[src/rtl/bank_pkg.sv]
// Shared types for the bank router -> network link arbiter.
package bank_pkg;

   localparam int NODE_ID_W  = 16;
   localparam int PATH_CNT_W = 48;
   localparam int N_BANKS    = 4;

   // One path-count packet: which node it describes and its running count.
   typedef struct packed {
      logic [NODE_ID_W-1:0]  node_id;
      logic [PATH_CNT_W-1:0] path_cnt;
   } pkt_t;

endpackage

[src/rtl/bank_pkt_arbiter_rr_pick.sv]
// Combinational round-robin select: first request at or after ptr, wrapping.
module rr_pick #(
   parameter int N  = 4,
   parameter int IW = (N > 1) ? $clog2(N) : 1
) (
   input  logic [N-1:0]  req_i,
   input  logic [IW-1:0] ptr_i,
   output logic [N-1:0]  gnt_o,
   output logic [IW-1:0] idx_o,
   output logic          any_o
);

   // Scan ptr, ptr+1, ... ; the first hit wins and later hits are ignored.
   always_comb begin
      logic [IW-1:0] i;
      logic          found;
      gnt_o = '0;
      idx_o = '0;
      found = 1'b0;
      i     = '0;
      for (int k = 0; k < N; k++) begin
         i = IW'((int'(ptr_i) + k) % N);
         if (!found && req_i[i]) begin
            found    = 1'b1;
            gnt_o[i] = 1'b1;
            idx_o    = i;
         end
      end
      any_o = found;
   end

endmodule

[src/rtl/bank_pkt_arbiter.sv]
// Round-robin arbiter sharing one registered link stage among the banks,
// with a forwarded-packet counter and a quiescence detector.
module bank_pkt_arbiter
   import bank_pkg::*;
#(
   parameter int N_BANKS      = bank_pkg::N_BANKS,
   parameter int QUIET_CYCLES = 8,
   parameter int CNT_W        = 32,
   localparam int SRC_W       = (N_BANKS > 1) ? $clog2(N_BANKS) : 1,
   localparam int IC_W        = $clog2(QUIET_CYCLES + 1)
) (
   input  logic                     clk,
   input  logic                     rst_n,
   input  logic [N_BANKS-1:0]       req_valid,
   output logic [N_BANKS-1:0]       req_ready,
   input  pkt_t [N_BANKS-1:0]       req_pkt,
   input  logic [N_BANKS-1:0]       bank_idle,
   output logic                     out_valid,
   input  logic                     out_ready,
   output pkt_t                     out_pkt,
   output logic [SRC_W-1:0]         out_src,
   output logic [CNT_W-1:0]         pkt_count,
   output logic                     quiescent
);

   logic                 out_valid_q, out_valid_d;
   pkt_t                 out_pkt_q, out_pkt_d;
   logic [SRC_W-1:0]     out_src_q, out_src_d;
   logic [SRC_W-1:0]     ptr_q, ptr_d;
   logic [CNT_W-1:0]     cnt_q, cnt_d;
   logic [IC_W-1:0]      idle_cnt_q, idle_cnt_d;
   logic                 quiet_q, quiet_d;

   logic [N_BANKS-1:0]   gnt;
   logic [SRC_W-1:0]     gnt_idx;
   logic                 gnt_any;
   logic                 can_load;
   logic                 xfer;
   logic                 idle;

   rr_pick #(.N(N_BANKS), .IW(SRC_W)) u_pick (
      .req_i (req_valid),
      .ptr_i (ptr_q),
      .gnt_o (gnt),
      .idx_o (gnt_idx),
      .any_o (gnt_any)
   );

   // The output register can take a new packet when empty or being drained.
   assign can_load  = ~out_valid_q | out_ready;
   assign req_ready = rst_n ? (gnt & {N_BANKS{can_load}}) : '0;
   assign xfer      = rst_n & gnt_any & can_load;
   assign idle      = (&bank_idle) & ~(|req_valid) & ~out_valid_q;

   // Next state: load on transfer, empty on drain, saturating idle counter.
   always_comb begin
      out_valid_d = out_valid_q;
      out_pkt_d   = out_pkt_q;
      out_src_d   = out_src_q;
      ptr_d       = ptr_q;
      cnt_d       = cnt_q;
      idle_cnt_d  = '0;
      if (xfer) begin
         out_valid_d = 1'b1;
         out_pkt_d   = req_pkt[gnt_idx];
         out_src_d   = gnt_idx;
         ptr_d       = (gnt_idx == SRC_W'(N_BANKS - 1)) ? '0 : gnt_idx + SRC_W'(1);
         cnt_d       = cnt_q + CNT_W'(1);
      end else if (out_ready) begin
         out_valid_d = 1'b0;
      end
      if (idle) begin
         idle_cnt_d = (idle_cnt_q == IC_W'(QUIET_CYCLES)) ? idle_cnt_q
                                                          : idle_cnt_q + IC_W'(1);
      end
      // Registered from the next count so it tracks idle_cnt exactly.
      quiet_d = (idle_cnt_d == IC_W'(QUIET_CYCLES));
   end

   // State registers; reset drops whatever sits in the output stage.
   always_ff @(posedge clk or negedge rst_n) begin
      if (!rst_n) begin
         out_valid_q <= 1'b0;
         out_pkt_q   <= '0;
         out_src_q   <= '0;
         ptr_q       <= '0;
         cnt_q       <= '0;
         idle_cnt_q  <= '0;
         quiet_q     <= 1'b0;
      end else begin
         out_valid_q <= out_valid_d;
         out_pkt_q   <= out_pkt_d;
         out_src_q   <= out_src_d;
         ptr_q       <= ptr_d;
         cnt_q       <= cnt_d;
         idle_cnt_q  <= idle_cnt_d;
         quiet_q     <= quiet_d;
      end
   end

   assign out_valid = out_valid_q;
   assign out_pkt   = out_pkt_q;
   assign out_src   = out_src_q;
   assign pkt_count = cnt_q;
   assign quiescent = quiet_q;

endmodule

[config.mk]
export PLATFORM = sky130hd
export DESIGN_NAME = bank_pkt_arbiter
export DESIGN_NICKNAME = d
export VERILOG_FILES = /design/src/rtl/bank_pkg.sv /design/src/rtl/bank_pkt_arbiter_rr_pick.sv /design/src/rtl/bank_pkt_arbiter.sv
export SDC_FILE = /design/constraint.sdc
export NUM_CORES = 1
export LEC_CHECK = 0
export BUFFER_PORTS_ARGS = -buffer_cell sky130_fd_sc_hd__buf_2
export CAP_MARGIN = 20
export CORE_MARGIN = 4
export CORE_UTILIZATION = 40
export CTS_BUF_LIST = sky130_fd_sc_hd__clkbuf_16
export CTS_CLUSTER_SIZE = 20
export DETAILED_ROUTE_END_ITERATION = 7
export PLACE_DENSITY = 0.73
export SLEW_MARGIN = 20
export SYNTH_ARGS = -nofsm -noshare
export SYNTH_HDL_FRONTEND = slang
export SYNTH_SLANG_ARGS = --single-unit
[constraint.sdc]
create_clock -name clk -period 5.98 [get_ports clk]
set_clock_uncertainty 0.05 [all_clocks]
set_input_delay 0.897 -clock clk [delete_from_list [all_inputs] [get_ports clk]]
set_output_delay 0.897 -clock clk [all_outputs]
set_load 0.005 [all_outputs]
======== Word level (Yosys, flattened, before mapping) ========
Cells that the tools add are included.
word-level totals
  output and inout port bits .............. 104
  logic and storage cells ................. 86
  register bits ........................... 106
  input bits .............................. 267
cells by class
  eq/ne operators ......................... 3
  add/subtract/negate cells ............... 6
  $lt $le $gt $ge ......................... 9
  reduce and logical (&&, ||, !) cells .... 13
  muxes and demuxes ....................... 36
  bitwise logic cells ..................... 11
operator list
  cell                   number
  $bmux 64 s2            1
  $mux 64                1
  $add 32x1->32 const B  1
  $mux 4                 7
  $lt 2x3->1 const B     5
  $mux 1                 14
  $or 4x4->4             3
  $mux 2                 5
  $bmux 1 s2             4
  $demux 1 s2            4
  $eq 4x4->1 const B     2
  $ge 2x1->1 const B     4
  $logic_and 1x1->1      7
  $add 2x1->2 const B    2
  $add 2x2->2 const B    2
  $add 4x1->4 const B    1
  $and 1x1->1            4
  $and 4x4->4            1
  $reduce_and 4->1       1
  $reduce_or 4->1        1
  $logic_not 1->1        3
  $eq 2x2->1 const B     1
  $not 1->1              2
  $reduce_bool 2->1      1
  $or 1x1->1             1

======== Logic depth before layout (Yosys ltp) ========
Gate-level depths: netlist of run 1.
  word-level depth ........................ 15
  gate-level depth with buffers ........... 14
  gate-level depth less buffers ........... 8

======== Modules after synthesis ========
Synthesis of run 1 repeated with hierarchy kept, for this count alone.
unflattened totals
  cell total of the unflattened synthesis .. 435
  area, all modules ....................... 6259.8 um^2
by module, submodules not included
  module            area each (um^2)  instances  sequential area each (um^2)  cells an instance
  bank_pkt_arbiter  5838.1            1          2652.5                       390
  rr_pick           421.7             1          0.0                          45

======== Worst setup path after synthesis of run 1 ========
OpenSTA, ideal clock, no wires.
  path kind ............................... reg2out
  start ................................... reg ptr_q[0]
  end ..................................... out req_ready[0]
  data required time ...................... 5.033 ns
  slack ................................... 2.580 ns
  cell stages (with the launch flop) ...... 13
  path buffers ............................ 4
  arrival ................................. 2.453 ns
  cell sequence ........................... dfrtp_1 buf_2 inv_1 ha_1 buf_6 mux4_2 buf_6 nor2b_4 buf_6 a22oi_1 nor2_1 a221oi_1 nor2_1
on the way
  cells in the longest elaborated chain, start to end .. 14
  elaborated cells on any way between the ends .. 49
  those cells by class .................... add/sub: 3; order compare: 8; mux: 24; bitwise: 4; reduce/logical: 10
ends and longest elaborated chain
  element                                                              RTL line                        source
  from (decl)                                                          bank_pkt_arbiter.sv:29          logic [SRC_W-1:0] ptr_q, ptr_d;
  from (signal assigned)                                               bank_pkt_arbiter.sv:94          ptr_q <= ptr_d;
  parallel branches: the longest is 11 deep, another holds $lt 2x3->1  n/a
  $mux 4 *                                                             bank_pkt_arbiter_rr_pick.sv:23  if (!found && req_i[i]) begin
  $and 4x4->4 *                                                        bank_pkt_arbiter.sv:51          assign req_ready = rst_n ? (gnt & {N_BANKS{can_load}}) : '0;
  $mux 4 *                                                             bank_pkt_arbiter.sv:51
  to (decl)                                                            bank_pkt_arbiter.sv:15          output logic [N_BANKS-1:0] req_ready,
Every way passes the cells marked *. The select of a mux whose other input is x is not followed.

======== Worst setup path after layout of run 1 ========
  start ................................... reg ptr_q[1]
  end ..................................... out req_ready[3]
The elaborated chain is that of the path after synthesis.

==> results.toml, run 1 <==
[outcome]
status = "finished clean"

[yosys]
synth_edf_count = 0
synthFlopType = "dfrtp_1"
ys_types = 52
synth.avg_cell_area_um2 = 9.508
synthesis.nets = 1042
synth_seq_cells = 106
synth_fa_ha_area_share_pct = 1.895
synth_top_family_by_area = "compound AO/OA/AOI/OAI gates"
ys.warnings.count = 0
muxShareOfSynthArea_pct = 11.32
mappedNetlistArea_um2 = 7264
synth-async-reset-ratio_pct = 100.0
yosys.area_share.simple_pct = 19.43
ys_seq_area_share_pct = 36.51
synth_top_area_share_pct = 36.51
yosys-top-cells-area = "dfrtp_1, a2111oi_0, and3_1"
yosysTopAreaCell = "dfrtp_1"
yosysMostFrequentCell = "dfrtp_1"
synth_xor_area_share_pct = 4.099
synth_cells = 764
synth_common_cells = "dfrtp_1, and3_1, nor2_1, a2111oi_0, a211oi_1"
synth_compound_area_share_pct = 21.53

[pwr]
p_leak_uw = 0.004556
cellPowerDensity_nw_per_um2 = 474.6
finalPower_uw = 4514
max-vdd-ir-drop_v = 0.0002647

[clocking]
post_cts_buffers = 0
insertion_delay_ns = 0.36
cts_root_buffer = "clkbuf_16"
cts-resized-gates = 0
clockBufferDepth = 2
cts_tree = "built"
cts_buffers = 9
clk_pin_slew_ns = 0.09
cts_sinks = 106
postCtsHoldBufs = 0
htreeDepth = 3

[die]
dieArea_um2 = 20380
dieWidth_um = 142.8
die_h_um = 142.8
pin_count = 371
initial_core_util_pct = 40.58
core_um2 = 17900
num_rows = 49

[sta]
fmax_ghz = 0.2423
worst_pin_slew_ns = 1.090
finalHoldViolations = 0
finalCritPeriodShare_pct = 69.01
slew_viol_final = 0
setup_viol = 0
period_needed_ns = 4.127
slew_headroom_pct = 27.30
rsz0062_at_grt = "false"
hold_slack_ns = 0.4233
setup_tns_ns = 0

[final_layout]
drive_gt1_share_pct = 40.66
finalNetCount = 1360
area_growth_pct = 30.93
multi_input_area_um2 = 4277
fillers = 1677
seq_area_um2 = 2654

[worst_setup_path]
required_ns = 5.03
rrSetupSlack_ns = 1.94
crit_chain = "inv_1 > ha_1 > mux4_2 > nor3_1 > a221oi_1 > nor2_1 > buf_2"
slowest_delay_ns = 0.67
critPathBufInv = 2
cp-end-kind = "output port"
critical_path.startpoint_type = "register"
critical-path-top-delay-family = "multiplexers"
crit_slowest_cell = "mux4_2"
arrival_ns = 3.18
rr_startpoint = "ptr_q[1]$_DFFE_PN0P_"
timing.rr.end = "out_pkt[27]$_DFFE_PN0P_"
path_max_fanout = 10
r2r_cells = 9
path_class = "reg -> out"

[place]
routabilityCongestion = 0.8808
dp_hpwl_um = 19740
numPortBuffers = 370

[detailed_routing]
wl_per_cell_um = 20.66
ant_nets = 0
drtIter0Drc = 425
drtPass1Iterations = 5
via_per_inst = 5.731
wirelength_um = 27230
vias = 7553
drcViolationCount = 0

[global_route]
first_global_vias = 7381
grt-ovfl-total = 0
grt_max_degree = 88
grt_pass1_wl_um = 40920
antenna_found_initial = 8
grt_usage_pct = 25.30

[run]
maxCapViolCount = 0

[min_path]
hp-class = "in -> async"
-- sequential cells by signal, indices dropped and copies added (netlist names) --
register	cells
out_pkt	64
pkt_count	32
idle_cnt_q	4
out_src	2
ptr_q	2
out_valid	1
quiescent	1
-- cell families after synthesis --
| group | after synthesis |
|---|---|
| simple gates | 279 |
| buf+inv | 83 |
| flops | 106 |
| fa+ha+maj | 11 |
| mux | 71 |
| xor+xnor | 34 |
| compound gates | 180 |
-- report_power, final --
group | internal [µW] | switching [µW] | total [µW]
combinational | 1090 | 1630 | 2720
clock | 306 | 342 | 648
sequential | 974 | 171 | 1150
total | 2370 | 2150 | 4510
-- worst max-delay path by stage --
| stage | cells after the start | end | slack [ns] | startpoint |
|---|---|---|---|---|
| after floorplan | 12 | req_ready[0] | 2.58 | ptr_q[0]$_DFFE_PN0P_ |
| after global placement | 8 | out_pkt[47]$_DFFE_PN0P_ | 1.94 | req_valid[2] |
| after detailed placement | 8 | out_pkt[21]$_DFFE_PN0P_ | 1.75 | req_valid[2] |
| after CTS | 7 | req_ready[3] | 1.85 | ptr_q[1]$_DFFE_PN0P_ |
| after global routing | 9 | out_pkt[63]$_DFFE_PN0P_ | 1.60 | ptr_q[1]$_DFFE_PN0P_ |
| final | 7 | req_ready[3] | 1.85 | ptr_q[1]$_DFFE_PN0P_ |
-- cell type report --
| class | count | area share (%) |
|---|---|---|
| tap | 229 | 3.012 |
| multi-input combinational | 575 | 44.96 |
| inverter | 7 | 0.2762 |
| clock buffer | 9 | 2.368 |
| antenna | 2 | 0.05262 |
| clock inverter | 7 | 0.9340 |
| timing repair buffer | 383 | 20.49 |
| sequential | 106 | 27.90 |
-- cells in the final DEF, fill, tap and decap left out, types with 12 or more instances in the layout --
| cell type | count |
|---|---|
| nand2_1 | 51 |
| mux2_1 | 12 |
| a211oi_1 | 63 |
| mux2i_1 | 41 |
| nor2_1 | 85 |
| a2111oi_2 | 13 |
| nand3_1 | 14 |
| a2111oi_0 | 69 |
| xnor2_1 | 27 |
| buf_2 | 369 |
| and3_1 | 96 |
| buf_4 | 13 |
| dfrtp_1 | 105 |
-- metal layers --
metal	wire (µm)	vias up	GRT usage (%)	share of wire, %
met2	13160	359	41.77	48
met3	2257	59	6.196	8.3
met4	820	12	9.105	3.0
li1	-	3562	-	-
met1	10910	3561	32.34	40
met5	79	-	0	0.29
-- metrics by stage --
step	setup WS (ns)	std cells	cell area (µm²)	util [%]
finish	1.853	1318	9512	53.13
floorplan	2.580	764	7264	-
CTS	1.849	1315	9502	53.08
detailed placement	1.751	1299	9188	51.32
global route	1.604	1318	9512	53.13
global placement	1.939	1299	9188	51.32
(Power assumes the default switching activity.)
==> inputs of run 2 (changes only) <==
Settings changed: ABC_AREA set to 1, PLACE_DENSITY 0.73 to 0.7.
Clock period 5.98 ns to 4.2 ns, I/O delays scaled along.
==> run 2 against run 1 <==
Compared with the run above: setup slack got worse by 1.2 ns; power rose by 73%; flip-flop and latch count did not move; critical path depth rose by 7; routed wire length rose by 0.65%; core utilization fell by 1.5 points; non-clock buffer count fell by 1; area after synthesis rose by 15%; sequential share of layout area fell by 2.8 points; clock power rose by 40%; final cell count rose by 48%; combinational power rose by 93%; largest power group unchanged; highest routed layer unchanged.
==> results.toml, run 2 <==
[outcome]
status = "finished clean"

[final_layout]
largest_reg_flops = 64
area_growth_pct = 26.02
layout.cells.most_common = "nand2_1"
layout_common_cells = "nand2_1, buf_2, inv_1"
finalNetCount = 1947
drive_gt1_share_pct = 26.34

[yosys]
ys_seq_area_share_pct = 31.68
synthesis.nets = 1628
ys.warnings.count = 0
synth_compound_area_share_pct = 1.435
synth_top_area_share_pct = 31.68
synth_common_cells = "nand2_1, inv_1, nand3_1, dfrtp_1"
muxShareOfSynthArea_pct = 0
yosys-top-cells-area = "dfrtp_1, nand2_1, nand3_1"
synth.avg_cell_area_um2 = 6.201
synth_edf_count = 0
yosysMostFrequentCell = "nand2_1"
synthFlopType = "dfrtp_1"
synth_top_family_by_area = "simple AND/OR/NAND/NOR gates"
yosys.area_share.simple_pct = 43.15
synth_xor_area_share_pct = 2.825
mappedNetlistArea_um2 = 8372
ys_types = 33
synth_cells = 1350
synth_seq_cells = 106
yosysTopAreaCell = "dfrtp_1"
synth-async-reset-ratio_pct = 100.0
synth_fa_ha_area_share_pct = 1.644

[global_route]
grt_max_degree = 75
grt_usage_pct = 22.64
grt_pass1_wl_um = 43950
antenna_found_initial = 2
grt-ovfl-total = 0
first_global_vias = 8701

[clocking]
postCtsHoldBufs = 0
cts_buffers = 9
htreeDepth = 3
clk_pin_slew_ns = 0.08
cts-resized-gates = 0
cts_root_buffer = "clkbuf_16"
clockBufferDepth = 2
insertion_delay_ns = 0.35
post_cts_buffers = 0
cts_tree = "built"
cts_sinks = 106

[sta]
worst_pin_slew_ns = 0.8882
fin_ws_ns = 0.6391
slew_headroom_pct = 40.79
setup_viol = 0
setup_tns_ns = 0
finalHoldViolations = 0
slew_viol_final = 0
finalCritPeriodShare_pct = 84.78
rsz0062_at_grt = "false"
fmax_ghz = 0.2808
period_needed_ns = 3.561

[detailed_routing]
drtIter0Drc = 484
via_per_inst = 4.799
wl_per_cell_um = 14.09
vias = 9334
wirelength_um = 27410
ant_nets = 0
drtPass1Iterations = 5
drcViolationCount = 0

[worst_setup_path]
arrival_ns = 2.88
r2r_cells = 14
critPathBufInv = 5
slowest_delay_ns = 0.68
critical_path.startpoint_type = "register"
rr_startpoint = "ptr_q[0]$_DFFE_PN0P_"
cp-end-kind = "output port"
path_max_fanout = 16
crit_path_frequent_cell = "inv_1"
crit_slowest_cell = "dfrtp_1"
required_ns = 3.52
critical-path-top-delay-family = "flip-flops"
rrSetupSlack_ns = 0.90
path_class = "reg -> out"
crit_chain = "inv_2 > ha_1 > inv_1 > nand3_1 > nand2_2 > nand2_1 > nor2_1 > inv_1 > o21ai_0 > a21oi_1 > o21ai_0 > nand2_1 > inv_1 > buf_2"
timing.rr.end = "out_pkt[53]$_DFFE_PN0P_"

[die]
initial_core_util_pct = 40.98
pin_count = 371
num_rows = 52
dieWidth_um = 152.7
die_h_um = 152.7
core_um2 = 20430
dieArea_um2 = 23310

[place]
preCtsSetupSlack_ns = 0.9308
dp_hpwl_um = 20490
numPortBuffers = 370
routabilityCongestion = 0.9199

[run]
maxCapViolCount = 0

[pwr]
cellPowerDensity_nw_per_um2 = 738.9
p_leak_uw = 0.006823
max-vdd-ir-drop_v = 0.0005900

[min_path]
hp-class = "in -> async"
==> run 2: cell count changes after synthesis, sizes merged, moves of 25 or more <==
cell	delta
clkbuf	-30
inv	+292
a211oi	-62
nor2	-57
mux2i	-43
mux2	-25
nand3	+267
buf	+28
nand2	+422
and3	-96
a2111oi	-88
==> run 2: logic make-up (layout without fill, tap and decap cells) <==
family / after synthesis / after routing
DFF: 106 / 106
other: 0 / 1
xor gates and xnor gates: 27 / 27
and+or+nand+nor: 812 / 812
adders and majority gates: 11 / 11
buffers and inverters: 373 / 697
AOI/OAI and AO/OA: 21 / 21
==> run 2: area by class of cell <==
class                   instances  area (µm²)
clock inverters                 7       90.09
repair buffers                382        1982
diodes                          1       2.502
fillers                      2094        9879
well taps                     270       337.8
clock buffers                   9       225.2
multi-input cells             871        4138
inverters                     299        1122
flip-flops and latches        106        2653
==> run 2: routing by layer <==
layer / part of all wire (%) / GRT usage [%] / vias up
li1: - / - / 4693
met1: 41 / 28.53 / 4211
met2: 49 / 39.30 / 391
met3: 8.0 / 4.260 / 37
met4: 2.2 / 7.170 / 2
met5: 0.029 / 0 / -
==> run 2: stage by stage <==
step	hold WS [ns]	instances	utilization (%)	cell area, µm²	power, µW
after floorplan	0.2844	1350	-	8372	5834
after global placement	0.4078	1928	50.09	10230	6864
after detailed placement	0.4092	1928	50.09	10230	6941
after CTS	0.4022	1944	51.63	10550	7878
after global routing	0.4434	1945	51.64	10550	8639
final	0.3817	1945	51.64	10550	7795
==> run 2: worst max path at each step <==
stage	startpoint	endpoint	slack [ns]	depth (start not counted)
after detailed placement	ptr_q[0]$_DFFE_PN0P_	out_pkt[61]$_DFFE_PN0P_	0.93	14
after floorplan	ptr_q[1]$_DFFE_PN0P_	req_ready[0]	1.68	13
after CTS	ptr_q[0]$_DFFE_PN0P_	req_ready[0]	0.68	14
after global placement	ptr_q[0]$_DFFE_PN0P_	out_pkt[47]$_DFFE_PN0P_	1.02	14
final	ptr_q[0]$_DFFE_PN0P_	req_ready[0]	0.64	14
after global routing	ptr_q[0]$_DFFE_PN0P_	req_ready[3]	0.37	14
==> run 2: report_power, final <==
part           internal (µW)  switching (µW)  leakage, µW
clock                    481             429     0.000156
sequential              1380             256      0.00134
combinational           1860            3390      0.00532
